$ cat src/rtl/sum_hub_pkg.sv
// Shared widths, mode encodings and sign-extension helper for the partial-sum hub.
package sum_hub_pkg;

    localparam logic MODE_TOTAL = 1'b0;
    localparam logic MODE_EXCL  = 1'b1;

    function automatic int sum_width(input int bw_psum);
        return bw_psum + 4;
    endfunction

    function automatic int res_width(input int sw, input int n_core);
        return sw + $clog2(n_core);
    endfunction

    // Treat bit w-1 of val as the sign and replicate it across 64 bits.
    function automatic logic signed [63:0] sext64(input logic [63:0] val, input int w);
        logic signed [63:0] t;
        t = val << (64 - w);
        return t >>> (64 - w);
    endfunction

endpackage

$ cat src/rtl/sum_fifo.sv
// Purpose: per-core synchronous FIFO holding partial sums.
// Latency: a word pushed at edge t is visible at dout after edge t (pop-eligible at t+1).
// Backpressure: pushes while full and pops while empty are ignored; full is flagged to the caller.
module sum_fifo
    import sum_hub_pkg::*;
#(
    parameter  int SW    = 23,
    parameter  int DEPTH = 4,
    localparam int AW    = $clog2(DEPTH),
    localparam int CW    = $clog2(DEPTH + 1)
) (
    input  logic          clk,
    input  logic          reset,
    input  logic          push,
    input  logic          pop,
    input  logic [SW-1:0] din,
    output logic [SW-1:0] dout,
    output logic          full,
    output logic          empty
);

    logic [SW-1:0] mem [DEPTH];
    logic [AW-1:0] wr_ptr;
    logic [AW-1:0] rd_ptr;
    logic [CW-1:0] count;
    logic          do_push;
    logic          do_pop;

    assign full    = (count == CW'(DEPTH));
    assign empty   = (count == '0);
    assign do_push = push && !full;
    assign do_pop  = pop && !empty;
    assign dout    = mem[rd_ptr];

    always_ff @(posedge clk) begin
        if (do_push) begin
            mem[wr_ptr] <= din;
        end
    end

    always_ff @(posedge clk) begin
        if (reset) begin
            wr_ptr <= '0;
            rd_ptr <= '0;
            count  <= '0;
        end else begin
            if (do_push) begin
                wr_ptr <= wr_ptr + AW'(1);
            end
            if (do_pop) begin
                rd_ptr <= rd_ptr + AW'(1);
            end
            case ({do_push, do_pop})
                2'b10:   count <= count + CW'(1);
                2'b01:   count <= count - CW'(1);
                default: count <= count;
            endcase
        end
    end

endmodule

$ cat src/rtl/sum_exchange_hub.sv
// Purpose: pop one partial sum per core when all FIFOs hold data, reduce, return per-core result.
// Latency: all cores push at edge t with outputs idle -> sum_valid high after edge t+1.
// Backpressure: results held while sum_valid && !sum_ready; FIFOs absorb up to DEPTH words, excess dropped with sticky drop_err.
module sum_exchange_hub
    import sum_hub_pkg::*;
#(
    parameter  int N_CORE  = 2,
    parameter  int BW_PSUM = 19,
    parameter  int DEPTH   = 4,
    localparam int SW      = sum_width(BW_PSUM),
    localparam int RW      = res_width(SW, N_CORE)
) (
    input  logic                 clk,
    input  logic                 reset,
    input  logic [N_CORE*SW-1:0] sum_out,
    input  logic [N_CORE-1:0]    wr_sum,
    output logic [N_CORE-1:0]    fifo_full,
    input  logic                 mode,
    output logic [N_CORE*RW-1:0] sum_in,
    output logic                 sum_valid,
    input  logic                 sum_ready,
    output logic [N_CORE-1:0]    drop_err
);

    logic [SW-1:0]        head  [N_CORE];
    logic signed [RW-1:0] ext   [N_CORE];
    logic signed [RW-1:0] res   [N_CORE];
    logic signed [RW-1:0] total;
    logic [N_CORE-1:0]    full_v;
    logic [N_CORE-1:0]    empty_v;
    logic                 fire;

    for (genvar c = 0; c < N_CORE; c++) begin : g_fifo
        sum_fifo #(
            .SW    (SW),
            .DEPTH (DEPTH)
        ) u_fifo (
            .clk   (clk),
            .reset (reset),
            .push  (wr_sum[c]),
            .pop   (fire),
            .din   (sum_out[c*SW +: SW]),
            .dout  (head[c]),
            .full  (full_v[c]),
            .empty (empty_v[c])
        );
    end

    assign fifo_full = full_v;
    assign fire      = (empty_v == '0) && (!sum_valid || sum_ready);

    // RW carries $clog2(N_CORE) guard bits, so neither the total nor total-minus-own can wrap.
    always_comb begin
        total = '0;
        for (int c = 0; c < N_CORE; c++) begin
            ext[c] = RW'(sext64(64'(head[c]), SW));
            total  = total + ext[c];
        end
        for (int c = 0; c < N_CORE; c++) begin
            res[c] = (mode == MODE_TOTAL) ? total : total - ext[c];
        end
    end

    always_ff @(posedge clk) begin
        if (reset) begin
            sum_in    <= '0;
            sum_valid <= 1'b0;
            drop_err  <= '0;
        end else begin
            if (fire) begin
                for (int c = 0; c < N_CORE; c++) begin
                    sum_in[c*RW +: RW] <= res[c];
                end
                sum_valid <= 1'b1;
            end else if (sum_ready) begin
                sum_valid <= 1'b0;
            end
            drop_err <= drop_err | (wr_sum & full_v);
        end
    end

endmodule

$ cat config.mk
export PLATFORM = sky130hd
export DESIGN_NAME = sum_exchange_hub
export DESIGN_NICKNAME = d
export VERILOG_FILES = /design/src/rtl/sum_hub_pkg.sv /design/src/rtl/sum_fifo.sv /design/src/rtl/sum_exchange_hub.sv
export SDC_FILE = /design/constraint.sdc
export NUM_CORES = 1
export LEC_CHECK = 0
export CAP_MARGIN = 20
export CELL_PAD_IN_SITES_DETAIL_PLACEMENT = 0
export CELL_PAD_IN_SITES_GLOBAL_PLACEMENT = 2
export CORE_UTILIZATION = 40
export DETAILED_ROUTE_END_ITERATION = 10
export PLACE_DENSITY = 0.77
export SETUP_SLACK_MARGIN = 0.05
export SLEW_MARGIN = 20
export SYNTH_ARGS = -nofsm -noshare
export SYNTH_HDL_FRONTEND = slang
export SYNTH_SLANG_ARGS = --single-unit
$ cat constraint.sdc
create_clock -name clk -period 9.9 [get_ports clk]
set_input_delay 1.98 -clock clk [delete_from_list [all_inputs] [get_ports clk]]
set_output_delay 1.98 -clock clk [all_outputs]
set_load 0.01 [all_outputs]
==> impl_metrics.yaml <==
logic_synthesis:
  async_flop_share_pct: 0
  ys_ff_latch: 253
  synth_area_um2: 12900
  synth_adder_area_share_pct: 8.22
  yosysSeqAreaShare_pct: 53.4
  syn-num-nets: 1209
  ys.flop_type: "edfxtp_1"
  synth_edf_count: 184
  avgSynthCellArea_um2: 12.0
  yosys.area_share.simple_pct: 7.71
  syn_inst: 1075
  synth_compound_area_share_pct: 14.1
  synth_cell_type_count: 62
  synth-xor-area-share_pct: 4.40
  synth_top_family_by_area: "compound AO/OA/AOI/OAI gates"
  yosysWarnings: 0
  yosys-mux-area-fraction_pct: 8.64
sta:
  skew_ns: 0.0172
  fmax_mhz: 162
  slew_headroom_pct: 42.6
  tns_ns: 0
  drv_slew: 0
  fin_crit_sh_pct: 62.5
  rsz0062_at_grt: "no"
  hold_viol: 0
  setup_viol: 0
  final.min_clock_period_ns: 6.19
  tightest_slew_ns: 0.860
clocking:
  clk_pin_slew_ns: 0.06
  cts_made_buffers: 27
  cts_tree: "done"
  cts_setup_buffers: 0
  cts_sinks: 253
  cts_buffer_depth: 3
  htree_levels: 1
  cts_resized: 0
  root_buffer: "clkbuf_16"
  cts_hold_buf: 0
  clkLatencyLatePin_ns: 0.54
placed_design:
  hpwl_um: 21400
  io_buffers: 104
  gp_congestion: 0.838
final_layout:
  layout_commonest_cell: "edfxtp_1"
  final_cell_mix: "184 x edfxtp_1, 110 x a21oi_1, 103 x clkdlybuf4s50_1"
  antenna_cells: 0
  nets: 1314
  area_growth_pct: 17.9
  drive_above_1_share_pct: 9.74
floorplanning:
  start_util_pct: 40.8
  fp-row-count: 65
  die_area_um2: 33100
  design.core.area_um2: 31700
  die_w_um: 182
  die_y_um: 182
  pin_count: 105
grt:
  gr-total-overflow: 0
  track_usage_pct: 18.1
  grt_max_degree: 87
  grt_pass1_wl_um: 46300
  grt_pass1_vias: 8270
  antenna_found_initial: 0
drt:
  ant_nets: 0
  wirelength_um: 29500
  drtIter0Drc: 507
  via_count: 8457
  avgViaCountPerCell: 5.28
  dr.pass1.iters: 5
  wl_per_cell_um: 18.4
  drc: 0
worst_setup_path:
  worstPathMaxFanout: 14
  crit_path_end_kind: "register"
  path_class: "register to register"
  critPathLaunchType: "register"
  critPathArrivalTime_ns: 6.65
  crit_required_ns: 10.37
power:
  leakagePower_nw: 5.62
  peakVddDrop_uv: 124
  power_mw: 5.84
  power.density_nw_per_um2: 383
status:
  status: "complete, no violations"
run:
  cap_violations: 0
worst_hold_path:
  hold_class: "register to register"
## worst max-delay path, stage by stage, from the launching register on
cell and delay, ns:
dfxtp_1 0.73, buf_4 0.41, mux4_2 0.56, ha_1 0.31
fa_1 0.59, a21oi_1 0.24, o22ai_1 0.13, o21ai_0 0.30
o21ai_2 0.14, a31oi_1 0.37, xnor2_1 0.22, ha_1 0.39
a21o_1 0.17, a21oi_1 0.23, o21ai_0 0.12, a21oi_1 0.26
o21ai_0 0.18, o21ai_1 0.20, a21oi_1 0.13, a211o_1 0.28
a21oi_1 0.14
## path summary, 6_finish.rpt
check	depth (start not counted)	end	from	slack [ns]
min	2	sum_in[2]$_SDFFE_PP0P_	sum_in[2]$_SDFFE_PP0P_	0.45
max reg2reg	20	sum_in[44]$_SDFFE_PP0P_	register	3.71
max	20	sum_in[44]$_SDFFE_PP0P_	register	3.71
min reg2reg	2	sum_in[2]$_SDFFE_PP0P_	sum_in[2]$_SDFFE_PP0P_	0.45
## registers in the layout, indices dropped and copies added (netlist names), named ones only
signal / cells
g_fifo.u_fifo.wr_ptr: 4
sum_valid: 1
sum_in: 48
g_fifo.u_fifo.count: 6
g_fifo.u_fifo.mem: 184
g_fifo.u_fifo.rd_ptr: 4
drop_err: 2
## cells by family after synthesis
family	count (synthesis)
multiplexers	54
buffers and inverters	120
flip-flops	253
XOR/XNOR	65
AO/OA/AOI/OAI	296
AND/OR/NAND/NOR	205
adder cells (fa/ha/maj)	82
## cells in the mapped netlist (10+ instances only)
cell type,count,area share (%)
edfxtp_1,184,43
a21oi_1,110,4.3
ha_1,77,7.4
inv_1,76,2.2
o21ai_0,70,2.7
dfxtp_1,69,11
nor2_1,53,1.5
nand2_1,50,1.5
mux4_2,46,8.0
xnor2_1,45,3.0
clkbuf_1,30,0.87
a31oi_1,22,1.1
and2_1,22,1.1
a21o_1,20,1.2
xor2_1,20,1.4
nand3_1,19,0.74
nor3_1,12,0.46
buf_1,11,0.32
nand2b_1,11,0.53
o21a_1,10,0.58
o21bai_1,10,0.58
## cell type report
cell class | instances | area (µm²)
inverters | 76 | 285
multi-input cells | 702 | 5570
fillers | 2807 | 16500
clock inverters | 13 | 108
clock buffers | 37 | 723
well taps | 402 | 503
flip-flops and latches | 253 | 6910
repair buffers | 120 | 1160
## per-stage QoR
stage	std cells	instance area, µm²	hold WS [ns]	setup slack, ns	util (%)
detailed placement	1553	14400	0.450	3.68	45.5
floorplan	1075	12900	0.462	4.68	-
global placement	1553	14400	0.445	3.77	45.5
global route	1603	15300	0.481	3.13	48.1
CTS	1603	15300	0.456	3.65	48.1
finish	1603	15300	0.452	3.71	48.1
## where the power goes
group          switching, mW  internal (mW)
Sequential            0.0516           1.29
Clock                  0.404          0.541
Combinational           2.07           1.49
## per-layer routing
layer | share of wire, % | vias to the layer above | GRT usage (%)
met5 | 0 | - | 0
met1 | 52 | 4017 | 28.1
met3 | 4.2 | 36 | 2.37
li1 | - | 4221 | -
met4 | 1.8 | 0 | 4.78
met2 | 42 | 183 | 26.5
Note: power is estimated with default switching activity, not from simulation.
==> patch, RTL diff (same settings) <==
Reset style: asynchronous (`reset`), changed in 2 clocked blocks.
--- a/src/rtl/sum_fifo.sv
+++ b/src/rtl/sum_fifo.sv
@@ -40,3 +40,3 @@
 
-    always_ff @(posedge clk) begin
+    always_ff @(posedge clk or posedge reset) begin
         if (reset) begin
--- a/src/rtl/sum_exchange_hub.sv
+++ b/src/rtl/sum_exchange_hub.sv
@@ -63,3 +63,3 @@
 
-    always_ff @(posedge clk) begin
+    always_ff @(posedge clk or posedge reset) begin
         if (reset) begin
Function: differs if reset is asserted again (counterexample within 4 cycles, from zero or initial values and one cycle with reset high); with reset held inactive, the same outputs for 4 cycles.
==> patch against the original RTL <==
Global-route usage down 0.68 points; area after synthesis grew 0.15%; sequential cell count is 4 lower; non-clock buffer count shrank 2; die area increased by 0.15%; first-iteration DRC count down 15%; wire length decreased by 4.3%; design area grew 0.25%; setup slack improved by 0.13 ns.
Power is not shown: default switching activity piles up to over one toggle a cycle in this logic, so the estimate is an artifact.
==> patch: results (changes against the original RTL) <==
Status: finished clean
R2r endpoint: sum_in[47]
Yosys reg bits: 249 (-1.6%)
Multi-input logic area: 5395 um2 (-3.1%)
Fill count: 2842 (+1.2%)
Async set or reset register ratio after synthesis: 26.10% (+26 points)
Endpoint, Worst Hold: drop_err[1]
FF+latch area: 7152 um2 (+3.6%)
Synth area leaders: edfxtp_1, dfrtp_1, mux4_2, ha_1, xnor2_1
Cell Area, Placed: 14470 um2 (+0.32%)
Final Net Count: 1258 (-4.3%)
Non-clk bufs: 118 (-1.7%)
Wire per inst: 18.26 um (-0.69%)
Period minus WS final: 6.053 ns (-0.1332 ns)
Wl on met1: 14.96 mm (-2.6%)
Post-synthesis mux area share: 8.470% (-0.17 points)
Multi-input gate count: 657 (-6.4%)
Met3 usage: 1.885% (-0.48 points)
Via-to-Cell Ratio: 5.210 (-1.2%)
Commonest cells in the netlist: edfxtp_1, ha_1, inv_1, nand2_1, dfrtp_1
Worst Hold Slack: 0.4560 ns (+0.003942 ns)
Vias in the first global route: 8053 (-2.6%)
CP arrival: 6.50 ns (-0.15 ns)
M2 GR Usage: 25.88% (-0.65 points)
Total Wirelength: 28.22 mm (-4.3%)
Initial drt markers: 430 (-15%)
Worst path max stage delay: 1.04 ns (+0.31 ns)
Fin Clk Skew: 0.01053 ns (-0.006684 ns)
Maximum fanout along the worst path: 24 (+10)
Met2 routed WL: 11.89 mm (-3.7%)
Met3 WL: 926 um (-25%)
Largest net degree at the start of global routing: 66 (-24%)
Fraction of area in registers: 46.78% (+1.5 points)
Synth cell types: 65 (+4.8%)
Post-Place Worst Slack: 3.797 ns (+0.1141 ns)
Non-CTS inverters: 72 (-5.3%)
Slowest stage cell on the critical path: dfrtp_1
Placed cells: 1498 (-3.5%)
Compound-Gate Fraction of Synth Area: 12.75% (-1.3 points)
Placer Congestion: 0.8349 (-0.38%)
Final non-clock buffer share: 7.496% (-0.085 points)
Clock network area share: 5.385% (-0.063 points)
CTS Buf Count: 26 (-3.7%)
==> patch: cell count changes after synthesis, moves of 6 or more <==
cell and delta:
nand3_1 -9, nand2_1 +21, dfxtp_1 -69, o21ai_1 +6, dfrtp_1 +65, xor2_1 +8, o21ai_0 -18, a21oi_1 -48
buf_1 -6
==> patch: worst register-to-register path, stage by stage, from the launching register on <==
cell	delay (ns)
dfrtp_1	1.04
mux4_2	0.47
ha_1	0.30
fa_1	0.60
a211oi_1	0.33
o211a_1	0.26
or2_2	0.15
a21oi_1	0.07
o21ai_0	0.22
nor2b_1	0.19
xnor2_1	0.22
ha_1	0.35
a21o_1	0.22
a21o_1	0.20
a2111oi_2	0.41
o21ai_0	0.17
o221ai_2	0.19
o21ai_1	0.11
xnor2_1	0.15
a21o_1	0.19
a31oi_1	0.15
